[src/rtl/voice_amp_sequencer_if.sv]
// rtl/voice_amp_sequencer_if.sv - shared 8x8 multiplier operand/product bus
interface voice_amp_sequencer_if;
  logic [7:0]  mul_a;
  logic [7:0]  mul_b;
  logic [15:0] mul_p;

  // The sequencer drives the operands and reads back the product
  modport master (output mul_a, output mul_b, input mul_p);
  // The external multiplier returns mul_a*mul_b combinationally
  modport slave  (input mul_a, input mul_b, output mul_p);
endinterface

[src/rtl/voice_amp_sequencer.sv]
// rtl/voice_amp_sequencer.sv - time-multiplexed voice amplitude scaler and saturating mixer
module voice_amp_sequencer #(
  parameter int N_VOICES = 4,
  parameter int VW       = 2
) (
  input  logic                  clk,
  input  logic                  rst_n,
  input  logic                  sample_tick,
  input  logic [8*N_VOICES-1:0] wave_in,
  input  logic [8*N_VOICES-1:0] env_in,
  input  logic [N_VOICES-1:0]   voice_en,
  input  logic [7:0]            master_amplitude,
  voice_amp_sequencer_if.master mul,
  output logic [7:0]            sample_out,
  output logic                  sample_valid,
  output logic                  busy,
  output logic                  overrun
);

  typedef enum logic [1:0] {IDLE, ENV, MST, DONE} state_t;

  localparam int            AW     = 8 + VW;
  localparam logic [VW-1:0] V_LAST = VW'(N_VOICES - 1);

  state_t        state;
  state_t        state_nxt;
  logic [VW-1:0] v;
  logic [VW-1:0] v_nxt;
  logic [7:0]    mst_q;
  logic [AW-1:0] acc;
  logic [AW-1:0] acc_sum;
  logic [7:0]    a_nxt;
  logic [7:0]    b_nxt;
  logic [7:0]    prod_hi;
  logic [7:0]    sat;
  logic [7:0]    wave_v [N_VOICES];
  logic [7:0]    env_v  [N_VOICES];
  logic          unused_prod_lo;

  // Split the flat per-voice buses into byte lanes indexed by voice
  for (genvar g = 0; g < N_VOICES; g++) begin : g_lane
    assign wave_v[g] = wave_in[8*g +: 8];
    assign env_v[g]  = env_in[8*g +: 8];
  end

  // Every scaling stage keeps only the upper byte of the product
  assign prod_hi        = mul.mul_p[15:8];
  assign unused_prod_lo = ^mul.mul_p[7:0];

  // Running mix including the current MST slot; disabled voices add nothing
  assign acc_sum = acc + (voice_en[v] ? AW'(prod_hi) : AW'(0));
  assign sat     = (acc_sum > AW'(255)) ? 8'hFF : acc_sum[7:0];

  // State register
  always_ff @(posedge clk or negedge rst_n) begin
    if (!rst_n) begin
      state <= IDLE;
    end else begin
      state <= state_nxt;
    end
  end

  // Next-state decode: two multiplier slots per voice, then one DONE cycle
  always_comb begin
    state_nxt = state;
    case (state)
      IDLE:    if (sample_tick) state_nxt = ENV;
      ENV:     state_nxt = MST;
      MST:     state_nxt = (v == V_LAST) ? DONE : ENV;
      DONE:    state_nxt = IDLE;
      default: state_nxt = IDLE;
    endcase
  end

  // Output decode: next voice index and the operands for the upcoming slot
  always_comb begin
    v_nxt = v;
    a_nxt = '0;
    b_nxt = '0;
    busy  = (state != IDLE);
    if (state == IDLE) begin
      v_nxt = '0;
    end else if ((state == MST) && (v != V_LAST)) begin
      v_nxt = v + 1'b1;
    end
    case (state_nxt)
      ENV: begin
        a_nxt = wave_v[v_nxt];
        b_nxt = env_v[v_nxt];
      end
      // The ENV result goes straight into mul_a, so it doubles as the tmp stage
      MST: begin
        a_nxt = prod_hi;
        b_nxt = mst_q;
      end
      default: begin
      end
    endcase
  end

  // Datapath registers: operands, voice index, master latch, accumulator, outputs
  always_ff @(posedge clk or negedge rst_n) begin
    if (!rst_n) begin
      mul.mul_a    <= '0;
      mul.mul_b    <= '0;
      v            <= '0;
      mst_q        <= '0;
      acc          <= '0;
      sample_out   <= '0;
      sample_valid <= 1'b0;
      overrun      <= 1'b0;
    end else begin
      mul.mul_a    <= a_nxt;
      mul.mul_b    <= b_nxt;
      v            <= v_nxt;
      sample_valid <= (state_nxt == DONE);
      overrun      <= sample_tick && (state != IDLE);
      if ((state == IDLE) && sample_tick) begin
        mst_q <= master_amplitude;
        acc   <= '0;
      end
      if (state == MST) begin
        acc <= acc_sum;
      end
      // Load the sample on entry to DONE so it is stable while sample_valid is high
      if ((state == MST) && (v == V_LAST)) begin
        sample_out <= sat;
      end
    end
  end

endmodule

[src/flat_wrapper.sv]
// flat-port wrapper written by rule: the top's interface ports become plain ports
module voice_amp_sequencer_flat 
#(
  parameter int N_VOICES = 4,
  parameter int VW       = 2
)
  (clk, rst_n, sample_tick, wave_in, env_in, voice_en, master_amplitude, sample_out, sample_valid, busy, overrun, mul_mul_a, mul_mul_b, mul_mul_p);
  voice_amp_sequencer_if mul_i ();
  input  logic clk;
  input  logic rst_n;
  input  logic sample_tick;
  input  logic [8*N_VOICES-1:0] wave_in;
  input  logic [8*N_VOICES-1:0] env_in;
  input  logic [N_VOICES-1:0] voice_en;
  input  logic [7:0] master_amplitude;
  output logic [7:0] sample_out;
  output logic sample_valid;
  output logic busy;
  output logic overrun;
  output wire logic [$bits(mul_i.mul_a)-1:0] mul_mul_a;
  output wire logic [$bits(mul_i.mul_b)-1:0] mul_mul_b;
  input wire logic [$bits(mul_i.mul_p)-1:0] mul_mul_p;
  assign mul_mul_a = mul_i.mul_a;
  assign mul_mul_b = mul_i.mul_b;
  assign mul_i.mul_p = mul_mul_p;
  voice_amp_sequencer #(.N_VOICES(N_VOICES), .VW(VW)) u_core (.clk(clk), .rst_n(rst_n), .sample_tick(sample_tick), .wave_in(wave_in), .env_in(env_in), .voice_en(voice_en), .master_amplitude(master_amplitude), .mul(mul_i), .sample_out(sample_out), .sample_valid(sample_valid), .busy(busy), .overrun(overrun));
endmodule
[config.mk]
export PLATFORM = sky130hd
export DESIGN_NAME = voice_amp_sequencer_flat
export DESIGN_NICKNAME = d
export VERILOG_FILES = /design/src/rtl/voice_amp_sequencer_if.sv /design/src/rtl/voice_amp_sequencer.sv /design/src/flat_wrapper.sv
export SDC_FILE = /design/constraint.sdc
export NUM_CORES = 1
export LEC_CHECK = 0
export ABC_AREA = 1
export BUFFER_PORTS_ARGS = -buffer_cell sky130_fd_sc_hd__buf_2
export CAP_MARGIN = 10
export CORE_UTILIZATION = 53
export CTS_CLUSTER_DIAMETER = 80
export DETAILED_ROUTE_END_ITERATION = 8
export PLACE_DENSITY = 0.94
export SLEW_MARGIN = 10
export SYNTH_ARGS = -nofsm -noshare
export SYNTH_HDL_FRONTEND = slang
export SYNTH_SLANG_ARGS = --single-unit
[constraint.sdc]
create_clock -name clk -period 3.6 [get_ports clk]
set_clock_uncertainty 0.15 [all_clocks]
set_input_delay 0.36 -clock clk [delete_from_list [all_inputs] [get_ports clk]]
set_output_delay 0.36 -clock clk [all_outputs]
set_load 0.05 [all_outputs]
# [Word level (Yosys, flattened, before mapping)]
# Cells that the tools add are included.
[classes] add_sub_neg=2 mul=0 n_div=0 magnitude_cmp=3 eq_ne=8 shift=0 n_mux=19 bitwise_logic=1 n_reduce_logical=7
[ops] operator="two-way mux 8 bit" n=6
[ops] operator="binary-select mux 8 bit (select 2 bit)" n=2
[ops] operator="case mux 8 bit (2 select lines)" n=2
[ops] operator="two-way mux 10 bit" n=2
[ops] operator="adder 10 bit" n=1
[ops] operator="equality test 2 bit, second input constant" n=5
[ops] operator="> comparator 10 x 8 -> 1 bit, second input constant" n=1
[ops] operator="two-way mux 2 bit" n=4
[ops] operator="case mux 2 bit (4 select lines)" n=1
[ops] operator="equality test 2 x 1 -> 1 bit, second input constant" n=2
[ops] operator="logical AND 1 bit" n=4
[ops] operator="nonzero test 2 bit" n=2
[ops] operator="greater-or-equal comparator 3 bit, second input constant" n=1
[ops] operator="less-than comparator 2 x 3 -> 1 bit, second input constant" n=1
[ops] operator="NOT 2 -> 3 bit" n=1
[ops] operator="adder 2 x 1 -> 2 bit, second input constant" n=1
[ops] operator="binary-select mux 1 bit (select 2 bit)" n=1
[ops] operator="zero test 2 bit" n=1
[ops] operator="inequality test 2 bit, second input constant" n=1
[ops] operator="two-way mux 1 bit" n=1
[word_totals] ff_bits=48 latch_bits=0 ramBits=0 rom_bits=0 input_bits=95 out_inout_bits=27 wordCells=49 memories=0

# [Logic depth before layout (Yosys ltp)]
# Gate-level depths: netlist (run 1).
[depth] depth_word=9 ltp_mapped=16 ltp_nobuf=16

# [Worst setup path after synthesis (run 1)]
# No wires, ideal clock.
[synth_timing] kind="register to register" from="reg u_core.v[0]" to="reg u_core.sample_out[7]" arrival_time_ps=2171 t_required_ps=3334 path_slack_ps=1163 path_stages_with_launch=14 n_path_buf=0 path_cell_list="dfrtp_1 > a21oi_1 > a32o_1 > nor2_1 > ha_1 > fa_1 > nand3_1 > nand3_1 > nand2_1 > nand3_1 > nand2_1 > nand3_1 > nor2_1 > nor2_1"
[synth_between] elab_chain_len=6 word_cells_on_any_way=8 classes_between="add/sub (1); order compare (1); eq/ne (1); mux (4); reduce/logical (1)"
[synth_rtl] item="start, declared" line_no="voice_amp_sequencer.sv:27" text="logic [VW-1:0] v;"
[synth_rtl] item="start signal, assigned" line_no="voice_amp_sequencer.sv:115" text="v <= v_nxt;"
[synth_rtl] item="binary-select mux 1 bit (select 2 bit)" line_no="voice_amp_sequencer.sv:51" text="assign acc_sum = acc + (voice_en[v] ? AW'(prod_hi) : AW'(0));"
[synth_rtl] item="two-way mux 1 bit (implied by the code)" line_no="voice_amp_sequencer.sv:51"
[synth_rtl] item="two-way mux 8 bit" line_no="voice_amp_sequencer.sv:51"
[synth_rtl] item="adder 10 bit" line_no="voice_amp_sequencer.sv:51"
[synth_rtl] item="> comparator 10 x 8 -> 1 bit" line_no="voice_amp_sequencer.sv:52" text="assign sat = (acc_sum > AW'(255)) ? 8'hFF : acc_sum[7:0];"
[synth_rtl] item="two-way mux 8 bit" line_no="voice_amp_sequencer.sv:52"
[synth_rtl] item="end signal, assigned" line_no="voice_amp_sequencer.sv:127" text="sample_out <= sat;"
[synth_rtl] item="end, declared" line_no="voice_amp_sequencer.sv:14" text="output logic [7:0] sample_out,"
# Parallel ways exist; a longest one is shown, timed or not. The select of a mux whose other input is x is not followed.
# A chain may end at the register's enable or synchronous reset.

# [Worst setup path after layout (run 1)]
# Same ends and word-level chain as after synthesis.

==> implementation parameters, run 1 <==
Parameter                              Value

Setup path
  Worst Setup End Kind ... register
  Critical-path maximum fanout ... 9
  Kind of critical path ... register to register
  Required arrival time at the worst endpoint ... about 3.7 ns
  Critical path startpoint category ... register
  Endpoint arrival time on the critical path ... between 2 and 3 ns

Detailed routing
  Remaining design rule violation count ... 0
  Post-route antenna net violation count ... 0
  TritonRoute pass-1 iters ... 5
  Detailed Route WL ... approximately 8000 µm
  Post-DR wirelength/cell ... roughly 13 µm
  Drt via density ... 5.42
  Vias after detailed routing ... 3294
  Number of DRC markers in iteration 0 ... 207

Logic synthesis
  Mean area per synthesized cell ... about 7.1 µm²
  Synthesis warning total ... 0
  Total nets after synthesis ... approximately 530
  Post-synthesis sequential area ratio ... about two fifths
  Number of flip-flops and latches in the synthesized netlist ... 48
  Post-Synthesis Cells ... between 400 and 500
  Post-synth design cell area ... 3030 µm²
  Count of unique library cells instantiated by Yosys ... 27

CTS
  Clock transition at the register clock pins on the worst setup and hold paths after CTS ... 0.09 ns
  Post-CTS resize count ... 0
  Count of hold buffers inserted by post-cts repair ... 0
  CTS tree ... built
  Number of clock sinks ... 48
  Maximum level of the CTS H-tree ... 2
  Cell chosen for the clock root ... clkbuf_8
  Worst skew pair latency ... 0.30 ns
  Setup repair bufs after CTS ... 0
  Total CTS buffers ... 5
  Maximum clock path buffer count ... 2

Timing
  Total Neg Setup Slack ... 0 ns
  Minimum clock period after layout ... a little under 3 ns
  Total setup violations reported at the end of the flow ... 0
  Final cycle utilization of the critical path ... between 80% and 90%
  Max-Slew Margin vs Limit ... between 20 and 30%
  Final hold slack ... 0.0986 ns
  Worst setup slack after layout ... 0.711 ns
  Number of failing hold endpoints at the final stage ... 0
  Number of pins with negative max-slew slack in the final report ... 0
  Unrepaired setup endpoints after global routing ... no
  Slew at the pin with the worst max-slew slack ... between 1 and 1.5 ns
  Maximum clock rate ... about 0.35 GHz

Floorplan
  Number of I/O pins ... 122
  Die Span Y ... around 78 µm
  Core outline area ... roughly 5500 µm²
  Full die area ... between 6000 and 7000 µm²
  Die boundary width ... ~78 µm
  Effective utilization at floorplan ... a little under three fifths
  FP Rows ... 27

Global route
  Number of global-route vias before repair ... between 3000 and 4000
  Total congestion overflow after global routing ... 0
  Maximum number of pins on one net before global-route repair ... slightly below 50
  Total routing resource utilization after global routing ... 27.9%
  Global-route wire length before repair ... approximately 13000 µm
  Initial antenna violation count ... 0

Placement
  Post-place instance area ... between 3000 and 4000 µm²
  Routability congestion estimate ... just under 0.9
  DPL Wire Length ... roughly 6000 µm
  Port Buf Inserts ... roughly 110
  DP Worst Slack ... approximately 0.72 ns
  Number of placed cells counting well taps ... 600

Final layout
  Layout-stage area growth over the synthesis result ... 22.1%
  Number of non-filler instances in the completed layout ... ~610
  Share of final-layout standard cells stronger than drive strength 1 ... between 20% and 30%
  NumNets Final ... 640
  Summed area of non-filler cells in the final layout ... ~3700 µm²
  Count of filler cells inserted in the layout ... 449
  Number of antenna diodes ... 0

Worst hold path
  Class of the tightest hold or removal check ... input port to async pin

Status
  Outcome ... complete, no violations

Run
  Count of max-cap constraint violations ... 0

Pwr
  Worst ir drop on vdd ... 0.385 mV
  Power density cells ... 874 nW/µm²
  Leakage dissipation ... 2.23 nW
cell families after synthesis:
logic type,after synthesis,share of synthesized area (%)
AOI/OAI and AO/OA,16,3.84
xor gates and xnor gates,3,0.867
adders and majority gates,10,4.37
buffers and inverters,59,8.46
DFF,48,39.6
and+or+nand+nor,293,42.8
cell type report:
type                       count  area (µm²)  share of cell area [%]
multi-input combinational    322        1570                    42.5
sequential                    48        1200                    32.4
timing repair buffer         113         566                    15.3
inverter                      45         174                    4.70
tap                           72        90.1                    2.43
clock buffer                   6        82.6                    2.23
clock inverter                 2        15.0                   0.406
cells in the final DEF, fill, tap and decap left out, types with 3 or more instances in the layout:
master	synthesis	final
nand2_1	145	145
or2_2	8	8
xor2_1	3	3
clkbuf_8	0	6
a22o_1	7	7
nor2_1	30	30
a21oi_1	3	3
buf_2	3	113
nand3_1	97	97
nand4_1	3	3
dfrtp_1	48	48
ha_1	9	9
inv_2	3	3
inv_1	40	40
nand2_2	4	4
registers in the layout, indices dropped and copies added (netlist names):
name,cells
u_core.acc,10
u_core.mst_q,8
u_core.mul.mul_a,8
u_core.mul.mul_b,8
u_core.overrun,1
u_core.sample_out,8
u_core.sample_valid,1
u_core.state,2
u_core.v,2
final timing paths:
kind | from | end | slack [ns] | cells past startpoint
min | rst_n | u_core.mul.mul_a[0] | 0.1 | 1
max reg2reg | u_core.v[0] | u_core.sample_out[7] | 0.71 | 14
max | u_core.v[0] | u_core.sample_out[7] | 0.71 | 14
min reg2reg | u_core.mst_q[3] | u_core.mul.mul_b[3] | 0.33 | 2
min in group clk | master_amplitude[1] | u_core.mst_q[1] | 0.10 | 3
max in group asynchronous | rst_n | u_core.mul.mul_b[4] | 2.54 | 1
cell usage after synthesis:
cell	instances	area, µm²
a21boi_0	1	7.51
a21oi_1	3	15.0
a22o_1	7	61.3
a32o_1	1	10.0
buf_2	3	15.0
buf_4	5	37.5
buf_6	1	11.3
clkbuf_1	5	18.8
dfrtp_1	48	1200
fa_1	1	20.0
ha_1	9	113
inv_1	40	150
inv_2	3	11.3
inv_4	2	12.5
nand2_1	145	544
nand2_2	4	25.0
nand2_4	2	22.5
nand3_1	97	485
nand3b_1	1	7.51
nand4_1	3	18.8
nor2_1	30	113
nor2_2	2	12.5
nor2_8	1	20.0
o21ai_0	2	10.0
o22ai_1	2	12.5
or2_2	8	50.1
xor2_1	3	26.3
critical path, stage by stage (launching register included):
cell	delay (ns)
dfrtp_1	0.42
inv_1	0.09
nand2_1	0.06
a32o_1	0.37
nor2_1	0.09
ha_1	0.25
fa_1	0.45
nand3_1	0.10
nand3_1	0.11
nand2_1	0.11
nand3_1	0.07
nand2_1	0.23
nand3_1	0.14
nor2_1	0.10
nor2_1	0.05
where the power goes:
part | leakage [nW] | switching (mW) | internal (mW) | total, mW
logic | 1.57 | 1.46 | 0.549 | 2.01
registers | 0.620 | 0.112 | 0.772 | 0.884
clock network | 0.0434 | 0.186 | 0.156 | 0.342
total | 2.23 | 1.76 | 1.48 | 3.24
layer usage:
| metal | vias to the layer above | share of wire (%) | GRT usage (%) |
|---|---|---|---|
| met5 | - | 0 | 0 |
| met1 | 1518 | 43 | 33.9 |
| met3 | 32 | 6.9 | 4.24 |
| met2 | 152 | 47 | 48.7 |
| li1 | 1592 | - | - |
| met4 | 0 | 3.9 | 12.1 |
through the flow:
| stage | total power, mW | utilization, % |
|---|---|---|
| global placement | 2.81 | 65.5 |
| finish | 3.24 | 67.2 |
| global route | 3.46 | 67.2 |
| CTS | 3.22 | 67.2 |
| detailed placement | 2.88 | 65.5 |
| floorplan | 2.45 | - |
Power figures use the tool's default switching activity.
==> run 2: changes to the inputs <==
- ABC_AREA: 1 -> 0
- CORE_UTILIZATION: 53 -> 47
- PLACE_DENSITY: 0.94 -> 0.88
- clock period: 3.6 -> 3 ns (I/O delays scaled with it)
==> implementation parameters, run 2 <==
Parameter                              Value

Floorplan
  Die boundary width ... approximately 78 µm
  Core outline area ... around 5500 µm²
  Number of I/O pins ... approximately 120
  Full die area ... just over 6000 µm²
  Effective utilization at floorplan ... between 40 and 50%
  Die Span Y ... 77.9 µm
  FP Rows ... 27

Logic synthesis
  Main area contributors after synthesis ... dfrtp_1 44%, mux2i_1 12%, o221ai_1 5.2%, ha_1 4.2%, mux2_2 3.3%
  Post-synth top area share ... 44.4%
  Most used flip-flop cell after synthesis ... dfrtp_1
  Post-synthesis cell type with the largest combined area ... dfrtp_1
  Count of unique library cells instantiated by Yosys ... 40
  Proportion of register bits with asynchronous set or reset after synthesis ... 100%
  Post-Synthesis Cells ... between 200 and 250
  Synth top cells by count ... 48 x dfrtp_1, 32 x mux2i_1, 22 x nand2_1
  Post-synthesis sequential area ratio ... 44.4%
  Mean area per synthesized cell ... roughly 11 µm²
  Total nets after synthesis ... 347
  Number of enable-type register cells in the synthesized netlist ... 0
  Synthesis warning total ... 0
  Number of flip-flops and latches in the synthesized netlist ... 48
  Cell with the most instances after synthesis ... dfrtp_1
  Post-synth design cell area ... about 2700 µm²

Final layout
  Commonest non-fill, non-tap cell in the layout ... buf_2
  Layout-stage area growth over the synthesis result ... 38.1%
  Share of final-layout standard cells stronger than drive strength 1 ... between 40% and 50%
  Largest Register ... u_core.acc
  NumNets Final ... around 480
  Utilization of the core after routing ... 67.4%
  Flip-flop count of the largest register, all copies and words added ... 10
  Number of non-filler instances in the completed layout ... 445
  Number of antenna diodes ... 0
  Most used cells in the layout excluding fill and tap cells ... 113 x buf_2, 48 x dfrtp_1, 32 x mux2i_1
  Count of filler cells inserted in the layout ... between 400 and 500

Setup path
  Critical path startpoint category ... register
  Slowest stage cell, crit path ... mux4_2
  Critical-path maximum fanout ... 7
  Crit path largest cell delay ... 0.60 ns
  Required arrival time at the worst endpoint ... between 3 and 4 ns
  Endpoint arrival time on the critical path ... ~3.1 ns
  Crit-path cells ... mux4_2, buf_6, and2_4, ha_4, nand4_1, o22ai_2, o21a_1, o221ai_4, buf_12, o22a_1
  Kind of critical path ... register to register
  Worst Setup End Kind ... register

CTS
  Number of clock sinks ... 48
  Maximum clock path buffer count ... 2
  Maximum level of the CTS H-tree ... 2
  Total CTS buffers ... 5
  Count of hold buffers inserted by post-cts repair ... 0
  Worst skew pair latency ... around 0.3 ns
  CTS tree ... built
  Cell chosen for the clock root ... clkbuf_8
  Clock transition at the register clock pins on the worst setup and hold paths after CTS ... approximately 0.080 ns

Pwr
  Fraction of power consumed by the clock network ... between 10% and 20%
  Sequential group share of total power ... a little over a quarter
  Leakage dissipation ... roughly 1.8 nW
  Worst ir drop on vdd ... ~0.57 mV
  P_int ... around 2.2 mW
  Net switching power of the design ... around 1.9 mW
  Power density cells ... about 1100 nW/µm²
  Combinational share of power ... 61.2%
  Sw frac ... between 40% and 50%

Global route
  Total routing resource utilization after global routing ... between 20% and 30%
  Maximum number of pins on one net before global-route repair ... just under 50
  Number of global-route vias before repair ... approximately 2400
  Initial antenna violation count ... 0
  Global-route wire length before repair ... 11500 µm
  Total congestion overflow after global routing ... 0

Detailed routing
  Post-DR wirelength/cell ... 17.0 µm
  Vias after detailed routing ... around 2500
  TritonRoute pass-1 iters ... 4
  Post-route antenna net violation count ... 0
  Drt via density ... between 5 and 6
  Remaining design rule violation count ... 0
  Number of DRC markers in iteration 0 ... 123
  Detailed Route WL ... between 7000 and 8000 µm

Timing
  Max-Slew Margin vs Limit ... between 30% and 40%
  Number of pins with negative max-slew slack in the final report ... 0
  Minimum clock period after layout ... 3.09 ns
  Number of failing hold endpoints at the final stage ... 0
  Total setup violations reported at the end of the flow ... 8
  Worst setup slack after layout ... -0.0946 ns
  Unrepaired setup endpoints after global routing ... yes
  Final cycle utilization of the critical path ... 103%
  Slew at the pin with the worst max-slew slack ... just over 1 ns
  Maximum clock rate ... roughly 0.32 GHz

Status
  Violated checks ... negative setup slack
  Outcome ... complete, but fails checks

Placement
  Port Buf Inserts ... about 110
  Number of placed cells counting well taps ... 432
  DPL Wire Length ... approximately 5500 µm
  Routability congestion estimate ... ~0.86

Worst hold path
  Class of the tightest hold or removal check ... input port to async pin

Run
  Count of max-cap constraint violations ... 0
[run 2: final cells by class]
| class | instances | area (µm²) | share of cell area, % |
|---|---|---|---|
| clock buffer | 6 | 72.6 | 1.94 |
| clock inverter | 2 | 35.0 | 0.938 |
| inverter | 3 | 11.3 | 0.301 |
| multi-input combinational | 174 | 1530 | 40.9 |
| sequential | 48 | 1200 | 32.2 |
| tap | 72 | 90.1 | 2.41 |
| timing repair buffer | 140 | 797 | 21.3 |
[run 2: logic make-up (layout without fill, tap and decap cells)]
family / count (synthesis) / in the layout / synth area share [%]
buf+inv: 20 / 151 / 4.39
xor+xnor: 5 / 5 / 1.62
simple gates: 52 / 52 / 9.48
compound gates: 66 / 66 / 19.2
fa+ha+maj: 10 / 10 / 4.90
mux: 41 / 41 / 16.0
flops: 48 / 48 / 44.4
[run 2: power by group through the flow]
stage | Clock, mW | Sequential (mW) | Combinational (mW)
5_1_grt | 0.497 | 1.13 | 2.61
6_report | 0.459 | 1.10 | 2.46
3_5_place_dp | 0 | 1.09 | 2.31
4_1_cts | 0.467 | 1.09 | 2.36
2_1_floorplan | 0 | 1.60 | 1.21
3_3_place_gp | 0 | 1.08 | 2.22
[run 2: worst max-delay path, delay by kind of cell, from the launching register on]
family	cells	cell delay, ns
DFF	1	0.38
buffers and inverters	2	0.33
AOI/OAI and AO/OA	4	0.85
muxes	1	0.60
adders and majority gates	1	0.29
and+or+nand+nor	2	0.37
[run 2: repair_timing]
item | 4_1_cts | 5_1_grt
resized for setup | 10 | 16
hold endpoints to repair | 0 | 0
pin swaps | 12 | 12
buffers inserted | 2 | 3
setup endpoints to repair | 9 | 11
[run 2: metrics by stage]
| stage | worst slack (ns) | power (mW) | hold slack (ns) | area (µm²) | setup TNS [ns] |
|---|---|---|---|---|---|
| 3_3_place_gp | -0.0812 | 3.31 | 0.317 | 3440 | -0.468 |
| 4_1_cts | -0.0331 | 3.91 | 0.0530 | 3620 | -0.143 |
| 6_report | -0.0946 | 4.02 | 0.0289 | 3740 | -0.598 |
| 3_5_place_dp | -0.168 | 3.40 | 0.329 | 3440 | -1.04 |
| 2_1_floorplan | 0.0285 | 2.81 | -0.146 | 2710 | 0 |
| 5_1_grt | -0.178 | 4.24 | 0.0632 | 3740 | -1.42 |
[run 2: path summary, 6_finish.rpt]
check                                    start              endpoint  slack [ns]  cells past startpoint
min                                      rst_n   u_core.mul.mul_a[2]        0.03                      1
min reg2reg                    u_core.mst_q[1]   u_core.mul.mul_b[1]        0.35                      2
min in group clk           master_amplitude[0]       u_core.mst_q[0]        0.07                      2
max reg2reg                        u_core.v[0]  u_core.sample_out[0]       -0.09                     10
max                                u_core.v[0]  u_core.sample_out[0]       -0.09                     10
max in group asynchronous                rst_n   u_core.mul.mul_b[5]        2.05                      1
[run 2: routing by layer]
| layer | global-route usage [%] | up-vias | routed length, µm |
|---|---|---|---|
| met5 | 0 | - | 0 |
| met4 | 9.43 | 0 | 110 |
| met3 | 4.12 | 12 | 382 |
| met2 | 42.0 | 82 | 4030 |
| met1 | 31.1 | 1230 | 3050 |
| li1 | - | 1167 | - |
==> run 3: changes to the inputs <==
- CORE_ASPECT_RATIO: default -> 0.8
==> implementation parameters, run 3 (synthesis gave the netlist of run 2 again) <==
Parameter                              Value

Status
  Outcome ... complete, but fails checks
  Violated checks ... negative setup slack

Timing
  Number of failing hold endpoints at the final stage ... 0
  Final cycle utilization of the critical path ... 100%
  Slew at the pin with the worst max-slew slack ... around 1.1 ns
  Worst setup slack after layout ... -0.00314 ns
  Total setup violations reported at the end of the flow ... 1
  Unrepaired setup endpoints after global routing ... yes
  Number of pins with negative max-slew slack in the final report ... 0
  Maximum clock rate ... around 0.33 GHz
  Final hold slack ... 0.0457 ns
  Max-Slew Margin vs Limit ... between 20% and 30%
  Minimum clock period after layout ... about 3 ns

Pwr
  Total Power Consumption ... between 3 and 4 mW
  Power density cells ... 1050 nW/µm²
  Leakage dissipation ... 1.75 nW
  Worst ir drop on vdd ... roughly 0.67 mV

Final layout
  Most used cells in the layout excluding fill and tap cells ... 113 x buf_2, 48 x dfrtp_1, 32 x mux2i_1
  Sequential standard cell area ... about 1200 µm²
  Number of antenna diodes ... 0
  NumNets Final ... between 400 and 500
  Largest Register ... u_core.acc
  Layout-stage area growth over the synthesis result ... 35.8%
  Commonest non-fill, non-tap cell in the layout ... buf_2
  Area of the multi-input gates ... around 1500 µm²
  Flip-flop count of the largest register, all copies and words added ... 10
  Count of filler cells inserted in the layout ... roughly 440
  Share of final-layout standard cells stronger than drive strength 1 ... 47.3%

Worst hold path
  Class of the tightest hold or removal check ... input port to async pin

Global route
  Number of global-route vias before repair ... 2447
  Total routing resource utilization after global routing ... ~26%
  Total congestion overflow after global routing ... 0
  Initial antenna violation count ... 0
  Maximum number of pins on one net before global-route repair ... 49
  Global-route wire length before repair ... 11800 µm

Floorplan
  Number of I/O pins ... between 100 and 150
  Core outline area ... 5500 µm²
  Full die area ... about 6000 µm²
  Die Span Y ... approximately 70 µm
  FP Rows ... 24
  Die boundary width ... between 80 and 90 µm
  Effective utilization at floorplan ... around half

Run
  Count of max-cap constraint violations ... 0

Setup path
  Required arrival time at the worst endpoint ... ~3.1 ns
  Endpoint arrival time on the critical path ... 3.10 ns
  Critical-path maximum fanout ... 7
  Worst Setup End Kind ... register
  Critical path startpoint category ... register
  Kind of critical path ... register to register

CTS
  Number of clock sinks ... between 40 and 50
  CTS tree ... built
  Total CTS buffers ... 5
  Maximum level of the CTS H-tree ... 2
  Cell chosen for the clock root ... clkbuf_8
  Clock transition at the register clock pins on the worst setup and hold paths after CTS ... approximately 0.08 ns
  Maximum clock path buffer count ... 2
  Worst skew pair latency ... 0.30 ns

Detailed routing
  Drt via density ... 5.54
  TritonRoute pass-1 iters ... 4
  Post-route antenna net violation count ... 0
  Number of DRC markers in iteration 0 ... roughly 140
  Detailed Route WL ... 7690 µm
  Vias after detailed routing ... 2494
  Post-DR wirelength/cell ... approximately 17 µm
  Remaining design rule violation count ... 0

Placement
  Port Buf Inserts ... ~110
  DPL Wire Length ... about 5700 µm
  Routability congestion estimate ... ~0.87
run 3: area by class of cell:
| class | count | area share [%] |
|---|---|---|
| clock buffers | 6 | 1.98 |
| clock inverters | 1 | 0.136 |
| inverters | 3 | 0.307 |
| multi-input cells | 174 | 40.7 |
| flip-flops and latches | 48 | 32.7 |
| well taps | 78 | 2.66 |
| repair buffers | 140 | 21.6 |
run 3: worst paths after layout:
path / start / slack [ns] / cells past startpoint / to
setup / recovery: u_core.v[0] / -0.003 / 10 / u_core.sample_out[0]
hold / removal: rst_n / 0.05 / 1 / u_core.acc[6]
setup reg to reg: u_core.v[0] / -0.003 / 10 / u_core.sample_out[0]
hold reg to reg: u_core.mst_q[0] / 0.35 / 2 / u_core.mul.mul_b[0]
max in group asynchronous: rst_n / 1.97 / 1 / u_core.mul.mul_b[0]
min in group clk: master_amplitude[4] / 0.08 / 2 / u_core.mst_q[4]
run 3: repair_timing:
| action | in CTS | in global routing |
|---|---|---|
| hold buffers | 0 | 0 |
| gates cloned | 0 | 0 |
| buffers inserted | 4 | 4 |
| resized for setup | 11 | 14 |
| endpoints found under the setup margin | 9 | 12 |
| pin swaps | 12 | 14 |
run 3: through the flow:
stage / setup slack (ns) / util (%) / TNS [ns] / instance area, µm² / std cells
CTS: -0.0820 / 65.3 / -0.450 / 3590 / 447
detailed placement: -0.200 / 62.4 / -1.45 / 3430 / 436
global placement: -0.130 / 62.4 / -0.956 / 3430 / 436
finish: -0.00314 / 66.8 / -0.00314 / 3670 / 450
floorplan: 0.0285 / - / 0 / 2710 / 242
global route: -0.0846 / 66.8 / -0.621 / 3670 / 450
run 3: power breakdown:
part | switching, mW | internal [mW]
Clock | 0.208 | 0.159
Sequential | 0.169 | 0.932
Combinational | 1.47 | 0.926
run 3: per-layer routing:
layer  vias to the layer above  global-route usage (%)  share of wire [%]
li1                       1172                       -                  -
met1                      1201                    34.2                 42
met2                       104                    41.1                 50
met3                        17                    4.96                5.8
met4                         0                    10.6                2.6
met5                         -                       0                  0
run 3: critical path, cell delays in order, from the launching register on:
cell	delay [ns]
dfrtp_1	0.37
mux4_2	0.60
buf_6	0.16
and2_1	0.15
ha_1	0.33
a21oi_1	0.25
o22ai_2	0.15
o21a_1	0.25
o221ai_4	0.26
buf_6	0.16
o22a_1	0.12
